==> src/rtl/mc_ctrl.sv <==
// ---------------------------------------------------------------------------
// mc_ctrl -- multi-cycle control FSM for the MIPS core.
//
// Sequences the shared ALU, the immediate extender, PC, IR, register file and
// data memory through fetch / decode / execute / memory / writeback. Data
// memory accesses hold in MRD/MWR until dmem_ready. A retired-instruction
// counter (instret) counts every completed instruction and wraps.
//
// Ports:
//   clk, rst_n        clock (rising edge), asynchronous active-low reset
//   opcode, funct     IR[31:26] / IR[5:0]
//   alu_zero          ALU result == 0 (used for beq)
//   dmem_ready        data memory completes its access this cycle
//   pc_wr, npc_sel    PC load enable / next-PC source
//   ir_wr             IR load enable
//   reg_wr, reg_dst   register-file write enable / destination (0 rt, 1 rd)
//   mem_to_reg        write-back source (0 ALU, 1 memory)
//   alu_src_b, alu_op ALU operand-B source / operation
//   ext_sign          extender mode (1 sign, 0 zero)
//   dm_rd, dm_wr      data-memory read / write request
//   illegal, retired  one-cycle pulses
//   instret           retired-instruction count
//   state_o           current state encoding (debug)
// ---------------------------------------------------------------------------
module mc_ctrl #(
    parameter int CNT_W = 32
) (
    input  logic             clk,
    input  logic             rst_n,
    input  logic [5:0]       opcode,
    input  logic [5:0]       funct,
    input  logic             alu_zero,
    input  logic             dmem_ready,
    output logic             pc_wr,
    output logic [1:0]       npc_sel,
    output logic             ir_wr,
    output logic             reg_wr,
    output logic             reg_dst,
    output logic             mem_to_reg,
    output logic             alu_src_b,
    output logic             ext_sign,
    output logic [2:0]       alu_op,
    output logic             dm_rd,
    output logic             dm_wr,
    output logic             illegal,
    output logic             retired,
    output logic [CNT_W-1:0] instret,
    output logic [3:0]       state_o
);

    typedef enum logic [3:0] {
        S_INIT  = 4'd0,
        S_FETCH = 4'd1,
        S_DCD   = 4'd2,
        S_EXE   = 4'd3,
        S_WB    = 4'd4,
        S_ADR   = 4'd5,
        S_MRD   = 4'd6,
        S_MWB   = 4'd7,
        S_MWR   = 4'd8,
        S_BR    = 4'd9,
        S_JMP   = 4'd10
    } state_t;

    localparam logic [5:0] OP_RTYPE = 6'b000000;
    localparam logic [5:0] OP_ORI   = 6'b001101;
    localparam logic [5:0] OP_LUI   = 6'b001111;
    localparam logic [5:0] OP_LW    = 6'b100011;
    localparam logic [5:0] OP_SW    = 6'b101011;
    localparam logic [5:0] OP_BEQ   = 6'b000100;
    localparam logic [5:0] OP_J     = 6'b000010;
    localparam logic [5:0] FN_ADDU  = 6'b100001;
    localparam logic [5:0] FN_SUBU  = 6'b100011;

    localparam logic [2:0] ALU_ADD = 3'b000;
    localparam logic [2:0] ALU_SUB = 3'b001;
    localparam logic [2:0] ALU_OR  = 3'b010;
    localparam logic [2:0] ALU_LUI = 3'b011;

    state_t             state_q, state_d;
    logic [CNT_W-1:0]   instret_q, instret_d;

    // Instruction decode
    logic is_addu, is_subu, is_rtype, is_ori, is_lui, is_lw, is_sw, is_beq, is_j;
    logic is_legal;

    always_comb begin
        is_addu  = (opcode == OP_RTYPE) && (funct == FN_ADDU);
        is_subu  = (opcode == OP_RTYPE) && (funct == FN_SUBU);
        is_rtype = is_addu || is_subu;
        is_ori   = (opcode == OP_ORI);
        is_lui   = (opcode == OP_LUI);
        is_lw    = (opcode == OP_LW);
        is_sw    = (opcode == OP_SW);
        is_beq   = (opcode == OP_BEQ);
        is_j     = (opcode == OP_J);
        is_legal = is_rtype || is_ori || is_lui || is_lw || is_sw || is_beq || is_j;
    end

    // Next state and Moore-per-state outputs
    always_comb begin
        state_d    = state_q;
        pc_wr      = 1'b0;
        npc_sel    = 2'b00;
        ir_wr      = 1'b0;
        reg_wr     = 1'b0;
        reg_dst    = 1'b0;
        mem_to_reg = 1'b0;
        alu_src_b  = 1'b0;
        alu_op     = ALU_ADD;
        dm_rd      = 1'b0;
        dm_wr      = 1'b0;
        illegal    = 1'b0;
        retired    = 1'b0;
        // Immediates of loads, stores and branch offsets are signed; the
        // logical immediates (ori/lui) are zero-extended.
        ext_sign   = (state_q != S_INIT) && (is_lw || is_sw || is_beq);

        unique case (state_q)
            S_INIT: begin
                state_d = S_FETCH;
            end
            S_FETCH: begin
                ir_wr   = 1'b1;
                pc_wr   = 1'b1;
                state_d = S_DCD;
            end
            S_DCD: begin
                if (is_rtype || is_ori || is_lui) begin
                    state_d = S_EXE;
                end else if (is_lw || is_sw) begin
                    state_d = S_ADR;
                end else if (is_beq) begin
                    state_d = S_BR;
                end else if (is_j) begin
                    state_d = S_JMP;
                end else begin
                    illegal = 1'b1;
                    state_d = S_FETCH;
                end
            end
            S_EXE: begin
                if (is_ori) begin
                    alu_src_b = 1'b1;
                    alu_op    = ALU_OR;
                end else if (is_lui) begin
                    alu_src_b = 1'b1;
                    alu_op    = ALU_LUI;
                end else begin
                    alu_op    = is_subu ? ALU_SUB : ALU_ADD;
                end
                state_d = S_WB;
            end
            S_WB: begin
                reg_wr  = 1'b1;
                reg_dst = is_rtype;
                retired = 1'b1;
                state_d = S_FETCH;
            end
            S_ADR: begin
                alu_src_b = 1'b1;
                state_d   = is_sw ? S_MWR : S_MRD;
            end
            S_MRD: begin
                dm_rd     = 1'b1;
                alu_src_b = 1'b1;
                if (dmem_ready) begin
                    state_d = S_MWB;
                end
            end
            S_MWB: begin
                reg_wr     = 1'b1;
                mem_to_reg = 1'b1;
                retired    = 1'b1;
                state_d    = S_FETCH;
            end
            S_MWR: begin
                dm_wr     = 1'b1;
                alu_src_b = 1'b1;
                // The store completes (and retires) on the ready cycle itself.
                if (dmem_ready) begin
                    retired = 1'b1;
                    state_d = S_FETCH;
                end
            end
            S_BR: begin
                alu_op  = ALU_SUB;
                pc_wr   = alu_zero;
                npc_sel = 2'b01;
                retired = 1'b1;
                state_d = S_FETCH;
            end
            S_JMP: begin
                pc_wr   = 1'b1;
                npc_sel = 2'b10;
                retired = 1'b1;
                state_d = S_FETCH;
            end
            default: begin
                // Unreachable encodings recover to FETCH.
                state_d = S_FETCH;
            end
        endcase
    end

    always_comb begin
        instret_d = instret_q + (retired ? CNT_W'(1) : CNT_W'(0));
    end

    always_ff @(posedge clk or negedge rst_n) begin
        if (!rst_n) begin
            state_q   <= S_INIT;
            instret_q <= '0;
        end else begin
            state_q   <= state_d;
            instret_q <= instret_d;
        end
    end

    assign instret = instret_q;
    assign state_o = state_q;

endmodule

==> config.mk <==
export PLATFORM = sky130hd
export DESIGN_NAME = mc_ctrl
export DESIGN_NICKNAME = d
export VERILOG_FILES = /design/src/rtl/mc_ctrl.sv
export SDC_FILE = /design/constraint.sdc
export NUM_CORES = 1
export LEC_CHECK = 0
export ABC_AREA = 1
export BUFFER_PORTS_ARGS = -buffer_cell sky130_fd_sc_hd__buf_2
export CAP_MARGIN = 10
export CORE_ASPECT_RATIO = 1.5
export CORE_MARGIN = 2
export CORE_UTILIZATION = 56
export CTS_CLUSTER_DIAMETER = 60
export DETAILED_ROUTE_END_ITERATION = 16
export PLACE_DENSITY = 0.95
export SYNTH_ARGS = -nofsm -noshare
export SYNTH_HDL_FRONTEND = slang
export SYNTH_SLANG_ARGS = --single-unit
==> constraint.sdc <==
create_clock -name clk -period 4.5 [get_ports clk]
set_input_delay 1.125 -clock clk [delete_from_list [all_inputs] [get_ports clk]]
set_output_delay 1.125 -clock clk [all_outputs]
set_load 0.02 [all_outputs]
=== Yosys cells after proc, flatten, opt, wreduce, memory -nomap -nowiden ===
Cells that the tools add are included.
Widths: inputs -> output; s select.

* Logic and storage cells: 69
* Output and inout port bits: 52
* Bits in registers: 36
* Input port bits: 16

* Reduce and logical (&&, ||, !) cells: 15
* Mux-type cells: 31
* Equal/unequal tests: 20
* $add $sub $neg: 1

{| class="wikitable"
|+ Operator list
! kind !! number
|-
| $add 32x1->32 || 1
|-
| $mux 4 || 7
|-
| $eq 6x6->1 const B || 4
|-
| $pmux 4 s6 || 1
|-
| $eq 4x3->1 const B || 4
|-
| $mux 1 || 16
|-
| $eq 4x4->1 const B || 3
|-
| $eq 6x4->1 const B || 2
|-
| $eq 4x2->1 const B || 2
|-
| $pmux 2 s2 || 2
|-
| $eq 6x2->1 const B || 1
|-
| $eq 6x3->1 const B || 1
|-
| $logic_not 6->1 || 1
|-
| $pmux 1 s2 || 3
|-
| $logic_or 1x1->1 || 5
|-
| $eq 4x1->1 const B || 1
|-
| $mux 2 || 2
|-
| $ne 2x2->1 const B || 2
|-
| $reduce_bool 4->1 || 1
|-
| $reduce_or 2->1 || 2
|-
| $reduce_or 4->1 || 1
|-
| $logic_and 1x1->1 || 3
|-
| $reduce_or 3->1 || 1
|-
| $reduce_and 2->1 || 1
|}

=== Logic depth before layout (Yosys ltp) ===
Gate-level depths: netlist (run 1).

* Word-level depth: 7
* Depth in mapped cells: 16
* Depth with buffers taken out: 16

=== Least setup slack after synthesis (run 1) ===
OpenSTA, ideal clock, no wires.

* Path kind: input port to output port
* Start: in opcode[5]
* End: out alu_src_b
* Setup slack: 1.259 ns
* Stages: 5
* Path buffers: 0
* Required time: 3.375 ns
* Arrival: 2.116 ns
* Cells stage by stage: nor2_1 > nand3_1 > nor2_1 > nor2_1 > nand2_1

* Longest elaborated chain between the ends: 4
* Elaborated cells on any way between the ends: 5
* Classes of those cells: 2 x eq/ne; 3 x mux

{| class="wikitable"
|+ RTL lines
! what !! line !! RTL
|-
| start: declaration || 30 || <nowiki>input logic [5:0] opcode,</nowiki>
|-
| $eq 6x4->1 || 92 || <nowiki>is_lui = (opcode == OP_LUI);</nowiki>
|-
| $mux 1 || 146 || <nowiki>end else if (is_lui) begin</nowiki>
|-
| $mux 1 * || 143 || <nowiki>if (is_ori) begin</nowiki>
|-
| $pmux 1 s2 * || 119 || <nowiki>unique case (state_q)</nowiki>
|-
| end: declaration || 40 || <nowiki>output logic alu_src_b,</nowiki>
|}

Mark *: on every way between the ends. The rest lies on a longest branch, timed or not.

=== Worst setup path after layout (run 1) ===
Same ends and word-level chain as after synthesis.

==> results of run 1 <==
## registers in the layout, indices dropped and copies added (netlist names)
| register | flops |
|---|---|
| state_o | 4 |
| instret | 32 |
## routing by layer
| layer | vias to the layer above | GRT usage, % | part of all wire, % |
|---|---|---|---|
| li1 | 1171 | - | - |
| met1 | 1113 | 27.76 | 36 |
| met2 | 121 | 52.82 | 53 |
| met3 | 26 | 4.984 | 6.1 |
| met4 | 0 | 17.14 | 5.3 |
| met5 | - | 0 | 0 |
## worst max-delay path: cells and delay by family
family / cells / cell delay (ns)
AND/OR/NAND/NOR: 5 / 0.77
buffers and inverters: 2 / 0.26
## metrics by stage
step	cell area, sq um	instances	worst slack, ns	power (mW)
final	2778	452	1.212	1.022
after global routing	2778	452	1.050	1.067
after CTS	2778	452	1.248	1.019
after detailed placement	2666	444	1.255	0.7361
after floorplan	2287	334	1.259	0.6193
after global placement	2666	444	1.298	0.7271
## cells by family after synthesis
family	share of synthesized area, %
fa+ha+maj	1.094
simple gates	46.06
compound gates	1.641
other cells	0.1640
xor+xnor	5.744
buf+inv	5.909
flops	39.39
## final timing paths
| kind | startpoint | to | slack (ns) | depth (start not counted) |
|---|---|---|---|---|
| setup / recovery | opcode[5] | alu_src_b | 1.21 | 7 |
| hold / removal | instret[0] | instret[0] | 0.51 | 1 |
| setup reg to reg | state_o[1] | instret[28] | 1.90 | 14 |
| hold reg to reg | instret[0] | instret[0] | 0.51 | 1 |
| max in group asynchronous | rst_n | instret[26] | 3.09 | 1 |
| min in group asynchronous | rst_n | instret[19] | 0.89 | 1 |
## Yosys cell counts (all sizes together)
| master | number |
|---|---|
| buf | 1 |
| xnor2 | 5 |
| nor3 | 2 |
| nand4 | 2 |
| o211ai | 1 |
| conb | 1 |
| nand3b | 15 |
| ha | 2 |
| o21ai | 4 |
| nor2 | 78 |
| nand2 | 132 |
| dfrtp | 36 |
| inv | 34 |
| xor2 | 10 |
| a21oi | 2 |
| nand3 | 9 |
## power by group
| part | internal, mW | switching (mW) |
|---|---|---|
| Combinational | 0.0999 | 0.232 |
| Clock | 0.164 | 0.124 |
| Sequential | 0.360 | 0.0427 |
| Total | 0.623 | 0.399 |
## layout make-up
class	count	area [sq um]	area share, %
Clock buffer	5	68.82	2.477
Clock inverter	3	42.54	1.532
Inverter	34	127.6	4.595
Multi-Input combinational cell	263	1251	45.05
Sequential cell	36	900.9	32.43
Tap cell	45	56.30	2.027
Timing Repair Buffer	66	330.3	11.89
==> flow_results.org, run 1 <==
** Synthesis
- By area the synthesized netlist is led by dfrtp_1 (39%), nand2_1 (20%), nor2_1 (11%).
- The cell area that synthesis handed to floorplanning was 0.002287 sq mm.
- Post-synthesis instance total :: 334
- Fraction of post-synthesis cell area in the top cell type by area :: 39.39%
- Sequential area share after synthesis :: 39.39%
- Each instance of the synthesized netlist takes up on average 6.848 sq um.
- dfrtp_1 takes more of the synthesized area than any other cell.
- After synthesis the netlist holds a flip-flop and latch count of 36.
- The Yosys step of the flow raised 0 warnings.
- Counting every net in the synthesized netlist gives 352.
- The number of different library cells used by synthesis comes to 21.

** Floorplanning
- The die is 82.27 um tall.
- Number of ports placed on the die boundary :: 68
- Floorplan die area :: 0.004622 sq mm
- The total area inside the core boundary comes to 0.003924 sq mm.
- Starting utilization of the core area :: 58.29%
- Site row count :: 28
- Width of the die :: 56.18 um

** Detailed routing
- Once detail routing completed, the nets flagged for antenna violations numbered 0.
- Wire per inst :: 13.23 um
- First-pass iteration count of the detailed router :: 5
- Via density per instance :: 5.378
- In this run, the number of DRC markers left after iteration 0 of detailed routing was 118.
- Vias :: 2,431
- The final layout contains routed wiring with a total length of 5980 um.
- After detailed routing, the number of remaining DRC violations is 0.

** STA
- Setup repair after global routing left no endpoint under its margin.
- At the pin with the least slew margin, the transition time is 0.7876 ns.
- The final critical path takes up 73.07% of the cycle.
- Derived from the worst setup path, the maximum achievable clock frequency is 0.3041 GHz.
- In this run the tightest slew margin relative to its limit is 47.49%.
- The number of max-slew violations in the final report was 0.
- Hold Slack :: 0.5052 ns
- Maximum clock skew at final layout :: 0.01189 ns
- Setup TNS :: 0 ns
- Final hold violation count :: 0
- Final-report setup violation count :: 0
- Post-layout min period :: 3.288 ns

** Run
- The tool flagged a number of max-cap violations equal to 0.

** Clock tree
- Root Buffer Master :: clkbuf_8
- Clock tree synthesis inserted a total of 5 buffers.
- The longest clock path from root to sink contains 2 buffers.
- Clock-pin slew on the worst setup and hold paths :: 0.07 ns
- Clock tree from TritonCTS :: done
- Post-CTS Setup Bufs :: 0
- The clock drives 36 sinks.
- Gates resized, CTS repair :: 0
- Number of hold buffers added after cts :: 0
- In this run the number of H-tree levels came out at 2.
- Clock insertion delay at the later pin of the skew report :: 0.30 ns

** GRT
- The first global-routing pass estimated 9922 um of wire.
- Entering global routing, the biggest net connects 37 pins.
- The via count of the first global-routing pass is 2,336.
- Total routing resource utilization after global routing :: 27.72%
- Antenna violations before repair :: 0
- For this run the aggregate overflow at the end of global routing stands at 0.

** Layout
- Filler Cells Inserted :: 341
- Layout Area Growth over Synthesis :: 21.44%
- Number of nets in the layout :: 424
- In the final layout, the share of cells above drive strength 1 is 24.08%.
- Leaving out fill and tap cells, the most frequent cell in the layout is nand2_1.
- Final Util :: 70.79%
- Antenna cell count :: 0
- Leaving out fill and tap cells, the most frequent cells in the layout are nand2_1 (123), buf_2 (66), nor2_1 (65), dfrtp_1 (36), inv_1 (32).

** Place
- Placer Congestion :: 0.9291
- Summed over all nets, the half-perimeter wirelength after detailed placement is 4803 um.
- Number of port buffers :: 66

** Worst setup path
- Kind of capture point of the worst setup path :: output port
- The cell that appears most often on the critical path is nor2_1.
- CP cell instances :: buf_2 > nor2_1 > nand3_1 > nor2_1 > nor2_1 > nand2_1 > buf_2
- Arrival time of the worst setup path :: 2.16 ns
- Delay of the slowest cell on the worst path :: 0.24 ns
- Data on the critical path is required at its endpoint by 3.38 ns.
- Maximum net fanout on the critical path :: 5
- On the critical path, the stage with the largest delay is an instance of nor2_1.
- STA classifies the critical path startpoint as an input pin.
- Kind of critical path :: in2out

** Power
- VDD sags by at most 0.3465 mV.
- Power Density :: 367.9 mW/mm^2
- Static leakage :: 1.530 nW

** Hold path
- The tightest min-delay check is of the reg2reg type.

** Run status
- The flow ran to the end, and the final reports show no timing, DRC or antenna violations.
Power figures use the tool's default switching activity.
==> inputs of run 2 (changes only) <==
--- a/config.mk
+++ b/config.mk
@@ -10,10 +10,10 @@
 export CAP_MARGIN = 10
 export CORE_ASPECT_RATIO = 1.5
 export CORE_MARGIN = 2
-export CORE_UTILIZATION = 56
+export CORE_UTILIZATION = 52
 export CTS_CLUSTER_DIAMETER = 60
 export DETAILED_ROUTE_END_ITERATION = 16
-export PLACE_DENSITY = 0.95
+export PLACE_DENSITY = 0.9
 export SYNTH_ARGS = -nofsm -noshare
 export SYNTH_HDL_FRONTEND = slang
 export SYNTH_SLANG_ARGS = --single-unit
==> constraint.sdc (replaced) <==
create_clock -name clk -period 3.1 [get_ports clk]
set_input_delay 0.775 -clock clk [delete_from_list [all_inputs] [get_ports clk]]
set_output_delay 0.775 -clock clk [all_outputs]
set_load 0.02 [all_outputs]
==> run 2 against run 1 <==
Against the previous run:
- combinational power up 40%
- clock skew decreased by 0.0067 ns
- worst setup slack lost 0.70 ns
- clock-buffer cell count increased by 2
- first-iteration DRC count increased by 19%
- critical path depth rose by 2
- die area rose by 7.2%
- critical path type unchanged
- critical endpoint is now alu_op[0]
- largest power group unchanged
==> flow_results.org, run 2 (synthesis gave the netlist of run 1 again) <==
** STA
- In the final timing run, aggregate negative setup slack is 0 ns.
- Final hold violation count :: 0
- After layout, the minimum clock period comes to 2.590 ns.
- Setup repair after global routing left no endpoint under its margin.
- Measured against its own limit, the worst slew margin works out to 48.77%.
- Final worst-path setup slack :: 0.5105 ns
- Final worst-path cycle share :: 83.53%
- Final-report setup violation count :: 0
- The clock arrives with 0.005147 ns of skew.
- Derived from the worst setup path, the maximum achievable clock frequency is 0.3862 GHz.
- Final number of max-transition violations :: 0
- Worst-margin pin slew :: 0.7685 ns

** Clock tree
- Clock tree synthesis selected as its root buffer the cell clkbuf_8.
- Gates resized, CTS repair :: 0
- Clock tree from TritonCTS :: done
- For this design, the sink count on the clock tree is 36.
- Number of hold buffers added after cts :: 0
- After clock tree synthesis, the setup repair step added 0 buffers.
- The H-tree generated during clock tree synthesis spans 2 levels.
- Largest buffer count on any clock path :: 2
- Clock insertion delay at the later pin of the skew report :: 0.29 ns
- Counting the buffers created by CTS gives 5.
- After clock tree synthesis, the clock-pin slew on the worst setup and hold paths is 0.07 ns.

** GRT
- Summed over all layers, the global routing overflow is 0.
- The initial antenna violation count is 0.
- Global-route wire length before repair :: 9804 um
- The via count of the first global-routing pass is 2,355.
- Entering global routing, the biggest net connects 37 pins.
- Global routing used 25.43% of the available tracks.

** Detailed routing
- After detailed routing, the number of vias per cell comes to 5.228.
- The first detailed-routing pass ran for 4 iterations.
- The routed layout has 2,363 vias.
- After detailed routing, the total wire length is 5685 um.
- Iteration-0 DRC count of the detailed router :: 141
- Count of antenna-violating nets left after detailed routing :: 0
- In the final routed layout, each cell accounts on average for 12.58 um.
- In the routed design, unresolved DRC markers number 0.

** Worst setup path
- Counting cells, the worst reg-to-reg path comes to 15.
- Startpoint types :: input pin
- The setup path with the least slack is of type in2out.
- At the worst endpoint, the required time is 2.32 ns.
- Capture point of the worst reg-to-reg path :: instret[28]
- Source of the worst register-to-register timing path :: state_o[3]
- Of all nets on the critical path, the largest fanout is 5.
- In this run the register-to-register setup slack is 0.66 ns.
- Arrival time of the worst setup path :: 1.81 ns
- Kind of capture point of the worst setup path :: output port

** Power
- Largest voltage drop on the vdd net :: 0.4421 mV
- Net switching is 38.37% of the power.
- Portion of total power attributed to sequential cells :: 41.4%
- Combinational logic burns 33.2% of the power.
- NetSw :: 537.9 uW
- Static leakage :: 1.527 nW
- Int Pwr :: 864.0 uW
- Clock power frac :: 25.5%
- For this design the ratio of total power to cell area is 507.2 mW/mm^2.

** Hold path
- Hold path cells :: 2
- The worst hold path belongs to the class reg2reg.
- The worst hold path terminates at instret[31].
- Worst Min Path Start :: instret[31]

** Floorplanning
- The die covers 0.004956 sq mm.
- In this run the count of I/O pins placed on the die edge is 68.
- The initialized floorplan defines 29 standard-cell rows.
- Vert. Die Dim :: 85.23 um
- Once the floorplan was initialized, standard cells occupied 53.88% of the core.
- In this run the standard cell core region covers 0.004245 sq mm.
- Width of the die :: 58.15 um

** Layout
- The register with the most flip-flops in the layout has 32 of them.
- Number of nets in the layout :: 424
- The library cell used most frequently in the layout, excluding fill and tap cells, is nand2_1.
- Cells with a size suffix above 1 make up 23.89% of the layout.
- Counting the fill cells in the layout gives 355.
- The area growth from synthesis to layout is 20.84%.
- Commonest cells after routing, fill and taps aside :: nand2_1 (123), buf_2 (66), nor2_1 (65), dfrtp_1 (36), inv_1 (32)
- Antenna cell count :: 0
- Final Util :: 65.10%

** Run
- Number of violations of the max-capacitance limit :: 0

** Run status
- Status :: finished, final reports clean

** Place
- In this run the tool buffered the top-level ports with 66 buffer cells.
- At the end of routability-driven placement, the weighted congestion stood at 0.9052.
- Detailed placement ended at an HPWL of 4568 um.
- Worst slack after detailed placement :: 0.5301 ns
[run 2: power by group through the flow]
stage | logic [mW] | registers [mW] | clock network [mW]
floorplan | 0.255 | 0.644 | 0
global placement | 0.463 | 0.586 | 0
detailed placement | 0.470 | 0.590 | 0
CTS | 0.472 | 0.581 | 0.364
global route | 0.524 | 0.590 | 0.377
finish | 0.465 | 0.580 | 0.357
[run 2: final cells by class]
type,count,area (sq um),share of cell area (%)
clock buffer,7,96.34,3.486
inverter,34,127.6,4.617
tap,46,57.56,2.082
multi-input combinational,263,1251,45.27
sequential,36,900.9,32.59
timing repair buffer,66,330.3,11.95
[run 2: per-layer routing]
layer	share of wire (%)	track usage (%)	vias up
met5	0	0	-
met3	5.6	4.421	35
met2	52	46.07	107
met1	37	25.76	1057
met4	5.9	16.49	0
li1	-	-	1164
[run 2: worst max-delay path, stage by stage]
cell	delay [ns]
buf_2	0.11
nor2_1	0.26
inv_1	0.08
nor2_1	0.12
nand2_1	0.10
nand2_1	0.09
nand3_1	0.07
nand2_1	0.06
buf_2	0.16
[run 2: worst max path at each step]
| stage | startpoint | to |
|---|---|---|
| after floorplan | state_o[3] | instret[28] |
| after global placement | opcode[5] | alu_op[0] |
| after detailed placement | opcode[5] | alu_op[0] |
| after CTS | opcode[5] | alu_op[0] |
| after global routing | opcode[5] | alu_op[0] |
| final | opcode[5] | alu_op[0] |
[run 2: per-stage QoR]
| stage | hold WS (ns) | cell area [sq um] | cells | total power [mW] |
|---|---|---|---|---|
| 3_5_place_dp | 0.4849 | 2668 | 445 | 1.060 |
| 6_report | 0.4957 | 2764 | 452 | 1.402 |
| 3_3_place_gp | 0.4667 | 2668 | 445 | 1.050 |
| 5_1_grt | 0.5247 | 2764 | 452 | 1.491 |
| 4_1_cts | 0.4971 | 2764 | 452 | 1.417 |
| 2_1_floorplan | 0.4794 | 2287 | 334 | 0.8990 |
